## src/rtl/idex_hazard_reg_pkg.sv

```systemverilog
// Shared definitions for the ID/EX register: control-word bit layout and status FSM codes.
package idex_hazard_reg_pkg;

  // Control word is {regwrite,memread,memwrite,memtoreg,alusrc,regdst,branch,aluop}.
  // aluop occupies the low ALUOP_W bits; flag offsets are relative to bit ALUOP_W.
  localparam int CTRL_ALUOP        = 0;
  localparam int CTRL_BRANCH_OFS   = 0;
  localparam int CTRL_REGDST_OFS   = 1;
  localparam int CTRL_ALUSRC_OFS   = 2;
  localparam int CTRL_MEMTOREG_OFS = 3;
  localparam int CTRL_MEMWRITE_OFS = 4;
  localparam int CTRL_MEMREAD_OFS  = 5;
  localparam int CTRL_REGWRITE_OFS = 6;
  localparam int CTRL_FLAGS        = 7;

  typedef enum logic [1:0] {
    ST_RUN    = 2'd0,
    ST_BUBBLE = 2'd1,
    ST_HOLD   = 2'd2
  } idex_state_e;

endpackage

```

## src/rtl/idex_hazard_reg_hazard_detect.sv

```systemverilog
// Combinational load-use detection and pipeline-freeze decision for the ID/EX boundary.
module hazard_detect #(
  parameter int REG_AW = 5
) (
  input  logic              idex_valid_i,
  input  logic              idex_memread_i,
  input  logic [REG_AW-1:0] idex_rt_i,
  input  logic              id_valid_i,
  input  logic [REG_AW-1:0] id_rs_i,
  input  logic [REG_AW-1:0] id_rt_i,
  input  logic              id_uses_rt_i,
  input  logic              ex_busy_i,
  input  logic              ex_flush_i,
  output logic              lu_o,
  output logic              stall_o
);

  // A load targeting $0 never produces a value worth waiting for.
  assign lu_o = idex_valid_i & idex_memread_i & (idex_rt_i != '0) & id_valid_i &
                ((idex_rt_i == id_rs_i) | (id_uses_rt_i & (idex_rt_i == id_rt_i)));

  assign stall_o = ~ex_flush_i & (ex_busy_i | lu_o);

endmodule

```

## src/rtl/idex_hazard_reg.sv

```systemverilog
// ID/EX pipeline register with load-use bubble insertion, busy hold, branch flush and stall counter.
module idex_hazard_reg
  import idex_hazard_reg_pkg::*;
#(
  parameter int DATA_W  = 32,
  parameter int REG_AW  = 5,
  parameter int ALUOP_W = 4,
  parameter int CNT_W   = 16,
  localparam int CTRL_W = CTRL_FLAGS + ALUOP_W
) (
  input  logic              clk,
  input  logic              rst_n,
  input  logic              id_valid,
  input  logic [REG_AW-1:0] id_rs,
  input  logic [REG_AW-1:0] id_rt,
  input  logic [REG_AW-1:0] id_rd,
  input  logic              id_uses_rt,
  input  logic [CTRL_W-1:0] id_ctrl,
  input  logic [DATA_W-1:0] id_rs_data,
  input  logic [DATA_W-1:0] id_rt_data,
  input  logic [DATA_W-1:0] id_imm,
  input  logic [DATA_W-1:0] id_pc,
  input  logic              ex_busy,
  input  logic              ex_flush,
  output logic              idex_valid,
  output logic [REG_AW-1:0] idex_rs,
  output logic [REG_AW-1:0] idex_rt,
  output logic [REG_AW-1:0] idex_rd,
  output logic [CTRL_W-1:0] idex_ctrl,
  output logic [DATA_W-1:0] idex_rs_data,
  output logic [DATA_W-1:0] idex_rt_data,
  output logic [DATA_W-1:0] idex_imm,
  output logic [DATA_W-1:0] idex_pc,
  output logic              pc_write,
  output logic              ifid_write,
  output logic [CNT_W-1:0]  stall_cnt,
  output idex_state_e       idex_state
);

  localparam int BUS_W = 1 + 3 * REG_AW + CTRL_W + 4 * DATA_W;

  // The whole ID/EX slot is one packed word so bubble and hold act on every field uniformly.
  logic [BUS_W-1:0] bus_q, bus_d, id_bus;
  logic [CNT_W-1:0] cnt_q, cnt_d;
  idex_state_e      state_q, state_d;
  logic             lu, stall;

  assign id_bus = {id_valid, id_rs, id_rt, id_rd,
                   (id_valid ? id_ctrl : {CTRL_W{1'b0}}),
                   id_rs_data, id_rt_data, id_imm, id_pc};

  assign {idex_valid, idex_rs, idex_rt, idex_rd, idex_ctrl,
          idex_rs_data, idex_rt_data, idex_imm, idex_pc} = bus_q;

  hazard_detect #(.REG_AW(REG_AW)) u_hazard (
    .idex_valid_i  (idex_valid),
    .idex_memread_i(idex_ctrl[ALUOP_W + CTRL_MEMREAD_OFS]),
    .idex_rt_i     (idex_rt),
    .id_valid_i    (id_valid),
    .id_rs_i       (id_rs),
    .id_rt_i       (id_rt),
    .id_uses_rt_i  (id_uses_rt),
    .ex_busy_i     (ex_busy),
    .ex_flush_i    (ex_flush),
    .lu_o          (lu),
    .stall_o       (stall)
  );

  always_ff @(posedge clk or negedge rst_n) begin
    if (!rst_n) begin
      bus_q   <= '0;
      cnt_q   <= '0;
      state_q <= ST_RUN;
    end else begin
      bus_q   <= bus_d;
      cnt_q   <= cnt_d;
      state_q <= state_d;
    end
  end

  // Flush outranks busy, which outranks a load-use bubble.
  always_comb begin
    state_d = state_q;
    if (ex_flush)     state_d = ST_RUN;
    else if (ex_busy) state_d = ST_HOLD;
    else if (lu)      state_d = ST_BUBBLE;
    else              state_d = ST_RUN;
  end

  always_comb begin
    bus_d = bus_q;
    if (ex_flush)     bus_d = '0;
    else if (ex_busy) bus_d = bus_q;
    else if (lu)      bus_d = '0;
    else              bus_d = id_bus;
  end

  always_comb begin
    cnt_d = cnt_q;
    if (stall && (cnt_q != {CNT_W{1'b1}})) cnt_d = cnt_q + CNT_W'(1);
  end

  always_comb begin
    pc_write   = ~stall;
    ifid_write = ~stall;
    stall_cnt  = cnt_q;
    idex_state = state_q;
  end

endmodule

```

## config.mk

```make
export PLATFORM = sky130hd
export DESIGN_NAME = idex_hazard_reg
export DESIGN_NICKNAME = d
export VERILOG_FILES = /design/src/rtl/idex_hazard_reg_pkg.sv /design/src/rtl/idex_hazard_reg_hazard_detect.sv /design/src/rtl/idex_hazard_reg.sv
export SDC_FILE = /design/constraint.sdc
export NUM_CORES = 1
export LEC_CHECK = 0
export BUFFER_PORTS_ARGS = -buffer_cell sky130_fd_sc_hd__buf_2
export CAP_MARGIN = 20
export CORE_ASPECT_RATIO = 2
export CORE_UTILIZATION = 30
export CTS_CLUSTER_SIZE = 25
export DETAILED_ROUTE_END_ITERATION = 16
export GPL_TIMING_DRIVEN = 0
export MAX_ROUTING_LAYER = met4
export PLACE_DENSITY = 0.59
export SYNTH_ARGS = -nofsm -noshare
export SYNTH_HDL_FRONTEND = slang
export SYNTH_SLANG_ARGS = --single-unit
export TNS_END_PERCENT = 10
```

## constraint.sdc

```tcl
create_clock -name clk -period 3.6 [get_ports clk]
set_input_delay 0.72 -clock clk [delete_from_list [all_inputs] [get_ports clk]]
set_output_delay 0.72 -clock clk [all_outputs]
set_load 0.005 [all_outputs]
```

==> summary.md <==
| Metric | Value |
|---|---|
| Hold-fix buffers at CTS | `0` |
| FF-to-FF End | `bus_q[79]` |
| Cell total after placement | `1,050` |
| Post-Layout Cell Count | `1,085` |
| Clock buffer depth | `2` |
| Warnings, synthesis | `0` |
| Wire per inst | `18.49 µm` |
| Site row count | `75` |
| Die Width | `105.3 µm` |
| Worst Tran Pin Value | `0.7387 ns` |
| Starting density of the core | `30.61%` |
| Worst Path Required | `2.88 ns` |
| Top cell type's share of synthesized area | `67.59%` |
| Pleak | `4.993 nW` |
| Synthesized instance count | `447` |
| GR Util All Layers | `19.67%` |
| DRT iter0 DRCs | `188` |
| Synthesized flop and latch total | `173` |
| Buffers on Ports | `333` |
| Worst vdd ir | `0.3124 mV` |
| Postcts setup bufs | `0` |
| Core area | `20,930 µm²` |
| CP Buf/Inv Count | `2` |
| Syn nets | `608` |
| GRT Residual Overflow | `0` |
| Clk_lat worst skew | `0.44 ns` |
| # IOs | `335` |
| Setup slack, reg-to-reg | `1.24 ns` |
| Post-DP HPWL | `15.16 mm` |
| Largest area contributor in the netlist | `dfrtp_1` |
| Initial antenna violation count | `4` |
| Hold Vio Cnt, Final | `0` |
| Worst setup SP type | `flip-flop` |
| Rel. slew slack | `50.75%` |
| Max-slew violation count | `0` |
| PD cells | `507.1 nW/µm²` |
| Cell variety after synth | `27` |
| Die ar. | `21,970 µm²` |
| First-pass GRT wire length | `31.13 mm` |
| Tmin final | `2.973 ns` |
| CTS H-Tree Depth | `4` |
| Cells along the critical path | `xnor2_1, nand4_1, o22ai_2, a21oi_1, or2_2, buf_4, buf_2` |
| Setup Crit Path Kind | `reg -> out` |
| Most frequent cells in the layout | `buf_2 (342), dfrtp_1 (173), a22o_1 (154), clkbuf_1 (28), clkbuf_16 (17)` |
| Vias in the first global route | `5,475` |
| Max Cap Viol | `0` |
| Post-layout util | `43.28%` |
| Sink Count | `173` |
| Layout cells sized above 1 | `47.17%` |
| TritonRoute pass-1 iters | `4` |
| Crit-path slowest cell | `dfrtp_1` |
| Family with the most delay on the worst path | `simple AND/OR/NAND/NOR gates` |
| Antenna Nets Post-Route | `0` |
| Total power | `4.593 mW` |
| Seq/Total Area, Yosys | `67.59%` |
| Area Overhead vs Synth | `41.41%` |
| Reg2Reg Depth | `6` |
| Final WL | `20.07 mm` |
| Setup Skew | `0.008841 ns` |
| CP max stage delay | `0.44 ns` |
| DR vias | `5,217` |
| Final #Nets | `961` |
| DRC | `0` |
| FF-to-FF Start | `bus_q[145]` |
| Hold Crit Class | `in -> async` |
| Status | `finished, final reports clean` |
| Die H | `208.6 µm` |
| Peak Freq | `336.3 MHz` |
| Worst-path clk slew | `0.06 ns` |
| Setup TNS | `0 ns` |
| Final setup violating endpoints | `0` |
| # resized after CTS | `0` |
| Most common cell after layout, fill and taps aside | `buf_2` |
| Setup crit end kind | `output port` |
| Largest net degree at the start of global routing | `117` |
| Clock root cell | `clkbuf_16` |
| Final worst path period share | `82.59%` |
| Vias per cell | `4.808` |
| Synthesized cell area | `6405 µm²` |
| CP arrival | `2.25 ns` |
| CTS Buf Count | `17` |
| Final GP Congestion | `0.8165` |
| RSZ-0062 raised after global routing | `no` |
| Syn Area/Cell | `14.33 µm²` |
| Main area contributors after synthesis | `dfrtp_1 (68%), a22o_1 (21%), xnor2_1 (1.8%)` |
| CTS tree | `built` |
| Critical path peak fanout | `5` |
| Worst hold slack | `0.2035 ns` |
worst register-to-register path, stage by stage, from the launching register on:
cell and delay [ns]:
dfrtp_1 0.44, nor3_1 0.32, a21oi_2 0.16, a211oi_4 0.58
buf_2 0.35, buf_2 0.28, a22o_1 0.17
synth_stat cells:
cell and count:
buf_4 2, o221ai_1 1, a21oi_1 1, dfrtp_1 173, nand4_1 3, clkbuf_1 25
a22o_1 154, xor2_1 11, and4_1 2, or2_2 2, a21oi_2 1, nand3_1 10
nand2_1 10, a211oi_4 1, nor3_1 8, a21o_1 1, mux2_2 2, o22ai_2 1
buf_2 10, ha_1 1, nor2_1 4, inv_1 3, xnor2_1 13, and2_1 1
or3b_2 1, nor4_1 5, o221a_2 1
sequential cells by signal, summed over array words and instances (netlist names):
signal and cells:
bus_q 155, idex_state 2, stall_cnt 16
through the flow:
step / cell area, µm² / setup slack [ns]
final: 9057 / 0.6268
after CTS: 9047 / 0.5574
after global routing: 9057 / 0.4392
after detailed placement: 8446 / 0.6838
after global placement: 8408 / -1.011
after floorplan: 6405 / 1.090
power breakdown:
group | switching, mW | internal (mW)
Combinational | 0.267 | 0.261
Sequential | 0.0998 | 2.07
Clock | 0.770 | 1.13
worst max-delay path by stage:
stage | to | start | depth (start not counted) | slack (ns)
floorplan | pc_write | id_rs[4] | 6 | 1.09
global placement | bus_q[9] | rst_n | 1 | -1.01
detailed placement | pc_write | id_rt[0] | 8 | 0.68
CTS | pc_write | bus_q[144] | 7 | 0.56
global route | pc_write | bus_q[146] | 7 | 0.44
finish | pc_write | bus_q[147] | 7 | 0.63
final cells by class:
cell class / instances / area, µm²
clock buffer: 22 / 464.2
fill: 2019 / 11870
sequential: 173 / 4329
buffer: 37 / 158.9
tap: 269 / 336.6
antenna: 4 / 10.01
inverter: 3 / 11.26
multi-input combinational: 234 / 1906
clock inverter: 9 / 137.6
timing repair buffer: 334 / 1704
cell families after synthesis:
logic type / share of synthesized area (%)
AO/OA/AOI/OAI: 22.21
XOR/XNOR: 3.282
adder cells (fa/ha/maj): 0.1953
buffers and inverters: 2.657
flip-flops: 67.59
multiplexers: 0.3516
AND/OR/NAND/NOR: 3.712
layer usage:
layer	vias to the layer above	GRT usage [%]	part of all wire (%)
li1	2414	-	-
met1	2605	21.71	39
met3	26	5.240	4.4
met2	172	33.37	54
met4	0	7.916	2.3
met5	-	-	0
Note: power is estimated with default switching activity, not from simulation.
